File: src/rtl/jt12_i2s_pkg.sv
// -----------------------------------------------------------------------------
// jt12_i2s_pkg
// Shared constants and helpers for the JT12 I2S transmitter.
//   SAMPLE_W        : width of the accumulator's signed sample words (14)
//   slot_pad(sw)    : zero bits appended below the sample inside one slot
//   frame_w(sw)     : bits per stereo frame (two slots)
// -----------------------------------------------------------------------------
package jt12_i2s_pkg;

  localparam int SAMPLE_W = 14;

  function automatic int slot_pad(input int slot_w);
    return slot_w - SAMPLE_W;
  endfunction

  function automatic int frame_w(input int slot_w);
    return 2 * slot_w;
  endfunction

endpackage

File: src/rtl/jt12_i2s_clkgen.sv
// -----------------------------------------------------------------------------
// jt12_i2s_clkgen
// Bit-clock generator. A counter runs 0..DIV-1; bclk toggles on each wrap,
// so bclk has a period of 2*DIV clk cycles and starts low after reset.
// Ports:
//   clk  : system clock
//   rst  : synchronous, active-high reset
//   bclk : serial bit clock
//   fall : 1-cycle strobe on the clk edge where bclk goes high -> low
// -----------------------------------------------------------------------------
module jt12_i2s_clkgen #(
  parameter int DIV = 4
) (
  input  logic clk,
  input  logic rst,
  output logic bclk,
  output logic fall
);

  localparam int CW = (DIV > 1) ? $clog2(DIV) : 1;

  logic [CW-1:0] div_cnt;
  logic          wrap;

  assign wrap = (div_cnt == CW'(DIV - 1));
  // bclk is about to drop on this edge
  assign fall = wrap & bclk;

  always_ff @(posedge clk) begin
    if (rst) begin
      div_cnt <= '0;
      bclk    <= 1'b0;
    end else if (wrap) begin
      div_cnt <= '0;
      bclk    <= ~bclk;
    end else begin
      div_cnt <= div_cnt + CW'(1);
    end
  end

endmodule

File: src/rtl/jt12_i2s_tx.sv
// -----------------------------------------------------------------------------
// jt12_i2s_tx
// I2S transmitter for the JT12 channel accumulator output. Each stereo frame
// is two SLOT_W-bit slots {left, right}; every slot holds the 14-bit sample
// MSB-aligned and zero-padded. A one-entry holding register decouples the
// sample strobe from frame timing; a missing sample repeats the last frame
// (underrun), a sample arriving while holding is full replaces it (overrun).
//
// Build option: define JT12_I2S_LJ_EN for left-justified word select
// (lrck aligned with slot MSB); default is standard I2S (lrck one bit early).
//
// Ports:
//   clk, rst    : system clock, synchronous active-high reset
//   left, right : signed 14-bit samples, valid when sample_en is high
//   sample_en   : single-cycle sample strobe
//   bclk        : bit clock (period 2*DIV clk)
//   lrck        : word select, 0 = left, 1 = right
//   sdata       : serial data, MSB first, changes on bclk falling edge
//   underrun    : 1-cycle pulse, frame loaded without a new sample
//   overrun     : 1-cycle pulse, sample overwrote a full holding register
// -----------------------------------------------------------------------------
module jt12_i2s_tx
  import jt12_i2s_pkg::*;
#(
  parameter int DIV    = 4,
  parameter int SLOT_W = 16
) (
  input  logic                       clk,
  input  logic                       rst,
  input  logic signed [SAMPLE_W-1:0] left,
  input  logic signed [SAMPLE_W-1:0] right,
  input  logic                       sample_en,
  output logic                       bclk,
  output logic                       lrck,
  output logic                       sdata,
  output logic                       underrun,
  output logic                       overrun
);

  localparam int FW  = frame_w(SLOT_W);
  localparam int BW  = $clog2(FW);
  localparam int PAD = slot_pad(SLOT_W);

  function automatic logic [SLOT_W-1:0] slot_word(input logic signed [SAMPLE_W-1:0] s);
    return SLOT_W'($unsigned(s)) << PAD;
  endfunction

  logic                       fall;
  logic [BW-1:0]              bit_cnt, bit_nxt, sdata_idx;
  logic [FW-1:0]              frame, frame_nxt;
  logic signed [SAMPLE_W-1:0] hold_l, hold_r, last_l, last_r, src_l, src_r;
  logic                       hold_full, load, under_nxt, lrck_nxt, sdata_nxt;

  jt12_i2s_clkgen #(.DIV(DIV)) u_clkgen (
    .clk  (clk),
    .rst  (rst),
    .bclk (bclk),
    .fall (fall)
  );

  always_comb begin
    bit_nxt   = (bit_cnt == BW'(FW - 1)) ? '0 : bit_cnt + BW'(1);
    load      = fall && (bit_cnt == BW'(FW - 1));

    // Load source priority: holding register, then same-cycle bypass,
    // then repeat of the last transmitted sample.
    src_l     = last_l;
    src_r     = last_r;
    under_nxt = 1'b0;
    if (hold_full) begin
      src_l = hold_l;
      src_r = hold_r;
    end else if (sample_en) begin
      src_l = left;
      src_r = right;
    end else begin
      under_nxt = 1'b1;
    end
    frame_nxt = {slot_word(src_l), slot_word(src_r)};

    // On a load edge the first bit comes from the frame being loaded.
    sdata_idx = BW'(FW - 1) - bit_nxt;
    sdata_nxt = load ? frame_nxt[sdata_idx] : frame[sdata_idx];

`ifdef JT12_I2S_LJ_EN
    lrck_nxt  = (bit_nxt >= BW'(SLOT_W));
`else
    lrck_nxt  = (bit_nxt >= BW'(SLOT_W - 1)) && (bit_nxt <= BW'(FW - 2));
`endif
  end

  always_ff @(posedge clk) begin
    if (rst) begin
      bit_cnt   <= BW'(FW - 1);
      frame     <= '0;
      hold_l    <= '0;
      hold_r    <= '0;
      hold_full <= 1'b0;
      last_l    <= '0;
      last_r    <= '0;
      lrck      <= 1'b0;
      sdata     <= 1'b0;
      underrun  <= 1'b0;
      overrun   <= 1'b0;
    end else begin
      underrun <= 1'b0;
      overrun  <= 1'b0;

      if (fall) begin
        bit_cnt <= bit_nxt;
        sdata   <= sdata_nxt;
        lrck    <= lrck_nxt;
      end

      if (load) begin
        frame    <= frame_nxt;
        last_l   <= src_l;
        last_r   <= src_r;
        underrun <= under_nxt;
        // A full holding register is consumed; a simultaneous strobe refills it.
        if (hold_full) begin
          hold_full <= sample_en;
          if (sample_en) begin
            hold_l <= left;
            hold_r <= right;
          end
        end
      end else if (sample_en) begin
        hold_l    <= left;
        hold_r    <= right;
        hold_full <= 1'b1;
        overrun   <= hold_full;
      end
    end
  end

endmodule

File: config.mk
export PLATFORM = sky130hd
export DESIGN_NAME = jt12_i2s_tx
export DESIGN_NICKNAME = d
export VERILOG_FILES = /design/src/rtl/jt12_i2s_pkg.sv /design/src/rtl/jt12_i2s_clkgen.sv /design/src/rtl/jt12_i2s_tx.sv
export SDC_FILE = /design/constraint.sdc
export NUM_CORES = 1
export LEC_CHECK = 0
export BUFFER_PORTS_ARGS = -buffer_cell sky130_fd_sc_hd__clkbuf_2
export CORE_MARGIN = 3
export CORE_UTILIZATION = 45
export DETAILED_ROUTE_END_ITERATION = 10
export PLACE_DENSITY = 0.69
export SLEW_MARGIN = 20
export SYNTH_ARGS = -nofsm -noshare
export SYNTH_HDL_FRONTEND = slang
export SYNTH_SLANG_ARGS = --single-unit
export TNS_END_PERCENT = 50
File: constraint.sdc
create_clock -name clk -period 5.3 [get_ports clk]
set_input_delay 0.795 -clock clk [delete_from_list [all_inputs] [get_ports clk]]
set_output_delay 0.795 -clock clk [all_outputs]
set_load 0.1 [all_outputs]
# --- Word level (Yosys, flattened, before mapping) ---
# Cells that the tools add are included.
classes:
  add_sub_neg: 3
  magnitude_cmp: 3
  n_eq_ne: 3
  n_mux: 20
  bitwise: 4
  reduce_logical: 6
ops:
  columns: ["cell", "n"]
  rows:
  - ["14-bit two-way mux", 10]
  - ["1-bit binary-select mux with 5-bit select", 2]
  - ["1-bit two-way mux", 7]
  - ["5-bit by 6-bit < comparator with 1-bit output (second input constant)", 1]
  - ["3-bit OR reduction", 2]
  - ["5-bit by 1-bit adder with 5-bit output (second input constant)", 1]
  - ["5-bit == test (second input constant)", 1]
  - ["5-bit by 4-bit greater-or-equal comparator with 1-bit output (second input constant)", 1]
  - ["5-bit <= comparator (second input constant)", 1]
  - ["5-bit two-way mux", 1]
  - ["5-bit subtractor (first input constant)", 1]
  - ["1-bit inverter", 3]
  - ["2-bit by 1-bit adder with 2-bit output (second input constant)", 1]
  - ["2-bit == test (second input constant)", 1]
  - ["1-bit logical AND", 2]
  - ["2-bit inequality test (second input constant)", 1]
  - ["2-bit nonzero test", 1]
  - ["2-bit OR reduction", 1]
  - ["1-bit bitwise AND", 1]
totals:
  register_bits: 97
  inputBits: 31
  out_inout_bits: 5
  word_cells: 52

# --- Longest topological paths before layout ---
logic_depth:
  ltp_word: 6
  depth_mapped: 9
  mapped_depth_nobuf: 9

# --- Modules after synthesis ---
# Synthesis repeated with hierarchy kept, for this count alone.
hier_totals:
  hier_cells: 410
  area_unflattened_um2: 3303.2
modules_own_cells:
  columns: ["mod", "n_inst", "cells_each", "area_each_um2", "seq_area_each_um2"]
  rows:
  - ["jt12_i2s_tx", 1, 401, 3198.1, 1321.3]
  - ["jt12_i2s_clkgen", 1, 9, 105.1, 60.1]

# --- Worst setup path before layout ---
# OpenSTA, ideal clock, no wires.
synth_path:
  path_kind: "flip-flop to flip-flop"
  from: "reg u_clkgen.bclk"
  to: "reg hold_l[0]"
  setup_time_ns: 0.132
  arrival_time_ns: 2.009
  required_time_ns: 5.168
  path_slack_ns: 3.159
  path_stages_with_launch: 8
  path_buffers: 2
  synth_period_minus_slack_ns: 2.141
  path_cell_list: "dfxtp_1 > and2_2 > nand2_2 > o21a_1 > buf_4 > buf_2 > nand2_1 > a21oi_1"
synth_via:
  elab_chain_cells: 3
  elab_cells_between_ends: 4
  cone_classes: "1 x eq/ne; 1 x mux; 1 x bitwise; 1 x reduce/logical"
synth_lines:
  columns: ["item", "line_no", "text"]
  rows:
  - ["start: declaration", "jt12_i2s_clkgen.sv:16", "output logic bclk,"]
  - ["start signal: assignment", "jt12_i2s_clkgen.sv:35", "bclk <= ~bclk;"]
  - ["1-bit bitwise AND (*)", "jt12_i2s_clkgen.sv:27", "assign fall = wrap & bclk;"]
  - ["1-bit logical AND (*)", "jt12_i2s_tx.sv:63", "load = fall && (bit_cnt == BW'(FW - 1));"]
  - ["2-bit inequality test (no line) or 14-bit two-way mux (tied branches)", null, null]
  - ["end signal: assignment", "jt12_i2s_tx.sv:124", "hold_l <= left;"]
  - ["end signal: assignment", "jt12_i2s_tx.sv:129", "hold_l <= left;"]
  - ["end: declaration", "jt12_i2s_tx.sv:51", "logic signed [SAMPLE_W-1:0] hold_l, hold_r, last_l, last_r, src_l, src_r;"]
# Mark *: on every way between the ends. The rest lies on a longest branch, timed or not.
# A chain may end at the register's enable or synchronous reset.

# --- Worst setup path in the final report ---
layout_path:
  from: "reg bit_cnt[0]"
  to: "reg hold_r[5]"
layout_via:
  elab_chain_cells: 3
  elab_cells_between_ends: 4
  cone_classes: "2 x eq/ne; 1 x mux; 1 x reduce/logical"
layout_lines:
  columns: ["item", "line_no", "text"]
  rows:
  - ["start: declaration", "jt12_i2s_tx.sv:49", "logic [BW-1:0] bit_cnt, bit_nxt, sdata_idx;"]
  - ["start signal: assignment", "jt12_i2s_tx.sv:94", "bit_cnt <= BW'(FW - 1);"]
  - ["start signal: assignment", "jt12_i2s_tx.sv:110", "bit_cnt <= bit_nxt;"]
  - ["5-bit == test (*)", "jt12_i2s_tx.sv:63", null]
  - ["1-bit logical AND (*)", "jt12_i2s_tx.sv:63", null]
  - ["2-bit inequality test (no line) or 14-bit two-way mux (tied branches)", null, null]
  - ["end signal: assignment", "jt12_i2s_tx.sv:125", "hold_r <= right;"]
  - ["end signal: assignment", "jt12_i2s_tx.sv:130", "hold_r <= right;"]
  - ["end: declaration", "jt12_i2s_tx.sv:51", null]
# Marked as above.

==> impl_results.md <==
- Seq/Total Area, Yosys: between 40% and 50%
- Port Buffer Count: 35
- Core area: approximately 0.0069 mm²
- Crit path max-delay family: simple AND/OR/NAND/NOR gates
- Clk pin slew, worst setup/hold paths: 70 ps
- Leakage: around 1.4 nW
- Post-synth EDFFs: 0
- CP Capture Type: flip-flop
- CTS tree: done
- Post-CTS Setup Bufs: 0
- Synth area leaders: dfxtp_1, nor2_1, nand2_1, a21oi_1, mux2i_1
- Avg Inst Size Synth: about 8 µm²
- Critical Path AT: roughly 3600 ps
- Pre-CTS setup slack: approximately 1900 ps
- Final Non-Filler Cells: roughly 520
- Detailed Route Iter0 Violations: 221
- Post-CTS Resized: 0
- Final Instance Area: between 0.003 and 0.004 mm²
- Hold Crit Class: flip-flop to flip-flop
- Slowest-stage cell, CP: dfxtp_1
- Outcome: complete, no violations
- Post-Syn Area: roughly 0.0033 mm²
- Setup crit start kind: flip-flop
- CTS root buf: clkbuf_8
- WL per Instance: about 14 µm
- # setup viols final: 0
- Number of buffers created by CTS: 9
- Cell breakdown of the critical path: ha_1 > and3_2 > ha_1 > nand2_2 > o21a_1 > nand2_1 > a21oi_1
- Global-route wire length before repair: between 10 and 15 mm
- Synth warn: 0
- Slew @ Worst Pin: 974 ps
- Clock Path Buffers: 2
- Critical path buffers and inverters: 0
- R2R Setup Slk: 1940 ps
- Most used cell, CP: ha_1
- Top FF cell, synth: dfxtp_1
- TritonRoute pass-1 iters: 5
- Top-area cell type share of the netlist area: 41.9%
- Post-detail-place hpwl: about 4.7 mm
- Setup slack after layout: 1940 ps
- Async set-reset flop share out of synthesis: 0%
- Fin crit share: 63.4%
- Worst Skew: 7.57 ps
- Initial antenna violation count: 0
- Max-slew headroom: a little over a third
- Vias in the first global route: between 2k and 3k
- Req. time, crit path: 5510 ps
- Gp weighted congestion: slightly below 0.9
- Setup Crit Path Kind: flip-flop to flip-flop
- Die Y: approximately 92 µm
- Total GRT Usage: between 10% and 20%
- Max cap viols: 0
- Post-Syn Nets: 440
- Vias post-DR: between 2k and 3k
- Reg2reg end: hold_r[5]
- Starting density of the core: around 47%
- Vias/cell: 5.31
- Total power: around 1.1 mW
- Hold slack: between 400 and 500 ps
- Hold depth: 1
- Netlist cell types: 46
- Clock Latency Late Sink: about 350 ps
- Seq cells post-synth: between 60 and 70
- Highest Clock Rate: approximately 300 MHz
- DRC violations left: 0
- Post-synth top area cell: dfxtp_1
- Final hold violations: 0
- Total Nets Final: ~460
- Horiz. Die Dim: 91.6 µm
- Area post-placement: ~0.0034 mm²
- Power per standard cell area: around 300 mW/mm²
- Max rail drop VDD: between 0.15 and 0.2 mV
- CP Max Fanout: 32
- Hold_buf cts: 0
- Proportion of layout cells with a drive suffix above 1: between 15 and 20%
- Area grow syn2layout: 9.33%
- Num Clock Sinks: roughly 70
- RSZ-0062 raised after global routing: no
- Routed Antenna Nets: 0
- Max incr delay on CP: roughly 760 ps
- Placed Cells: around 500
- Die area: ~0.0084 mm²
- Final Util: about 52%
- Final WL: between 7 and 8 mm
- Post-Synthesis Cells: a little over 400
- Hold path start: u_clkgen.div_cnt[0]
- Slew Limit Fails: 0
- Fill cell total of the finished layout: about 700
- H-tree depth: 3
- Reg2reg path depth: 7
- Hold worst-path end: u_clkgen.div_cnt[0]
- Congestion Overflow GR: 0
- Largest net degree at the start of global routing: between 70 and 80
- Setup TNS: 0 ps
- N_diodes: 0
- IO Pins: 36
- Min cycle time layout: between 3000 and 4000 ps
- Num rows: 30
- Reg2reg start: bit_cnt[0]
[power breakdown]
part	switching, mW	internal (mW)
clock	0.197	0.241
combinational	0.0663	0.0388
sequential	0.00866	0.535
total	0.272	0.815
[cell type report]
type	instances	area (µm²)	area share (%)
Inverter	3	11.3	0.312
Tap cell	96	120	3.33
Clock buffer	12	155	4.30
Clock inverter	3	45.0	1.25
Multi-Input combinational cell	301	1690	47.0
Sequential cell	69	1380	38.3
Timing Repair Buffer	38	198	5.48
[per-layer routing]
metal,up-vias,global-route usage [%],share of wire (%)
li1,1435,-,-
met1,1269,23.8,48
met2,55,27.8,46
met3,15,5.33,4.5
met4,0,5.78,1.6
met5,-,0,0
[registers in the layout (all words and copies together), names as in the netlist]
register	flops
last_r	13
frame	1
overrun	1
sdata	1
lrck	1
u_clkgen.bclk	1
underrun	1
bit_cnt	5
hold_r	14
hold_full	1
hold_l	14
last_l	14
u_clkgen.div_cnt	2
[worst max-delay path by stage]
| stage | startpoint | end | slack [ps] | cells past startpoint |
|---|---|---|---|---|
| floorplan | u_clkgen.bclk | hold_l[0] | 3160 | 7 |
| global placement | bit_cnt[0] | hold_r[5] | 2050 | 7 |
| detailed placement | bit_cnt[0] | hold_l[5] | 1900 | 7 |
| CTS | bit_cnt[0] | hold_l[5] | 1910 | 7 |
| global route | bit_cnt[0] | hold_r[11] | 1570 | 7 |
| finish | bit_cnt[0] | hold_r[5] | 1940 | 7 |
[cells in the mapped netlist (2+ instances only)]
cell       n
buf_2     13
clkbuf_1   9
o21ai_1    2
nand2_1   68
mux2i_1   18
nor2_1    71
nor3b_1    2
a211oi_1  13
ha_1       3
o221ai_1   8
nor2b_1    7
o21ai_0    5
dfxtp_1   69
a311oi_1   2
nand3_1    4
nor4_1     2
o22ai_1    9
a211o_1    3
nand3b_1   2
a21oi_1   50
xor2_1     3
inv_2      2
nor3_1     7
buf_4      4
buf_6      6
mux2_2     4
[layout by cell type, fill, tap and decap left out, types with 3 or more instances in the layout]
cell type | synthesis | final
buf_4 | 4 | 3
nor3_1 | 7 | 7
dfxtp_1 | 69 | 68
a21oi_1 | 50 | 50
mux2_2 | 4 | 4
a211oi_1 | 13 | 13
mux2i_1 | 18 | 18
ha_1 | 3 | 3
o22ai_1 | 9 | 9
xor2_1 | 3 | 3
nor2b_1 | 7 | 7
a211o_1 | 3 | 3
nand3_1 | 4 | 4
o221ai_1 | 8 | 8
clkbuf_2 | 0 | 35
o21ai_0 | 5 | 5
nor2_1 | 71 | 71
nand2_1 | 68 | 68
clkbuf_8 | 0 | 11
[cells by family after synthesis]
kind of cell / after synthesis / share of synthesized area (%)
simple gates: 169 / 21.3
compound gates: 101 / 19.7
flops: 69 / 41.9
buf+inv: 36 / 6.75
mux: 23 / 7.63
xor+xnor: 5 / 1.56
fa+ha+maj: 3 / 1.14
[worst register-to-register path, cell delays in order, from the launching register on]
cell and delay [ps]:
dfxtp_1 760, ha_1 360, and3_2 200, ha_1 440
nand2_2 480, o21a_1 670, nand2_1 230, a21oi_1 70
Power figures use the tool's default switching activity.
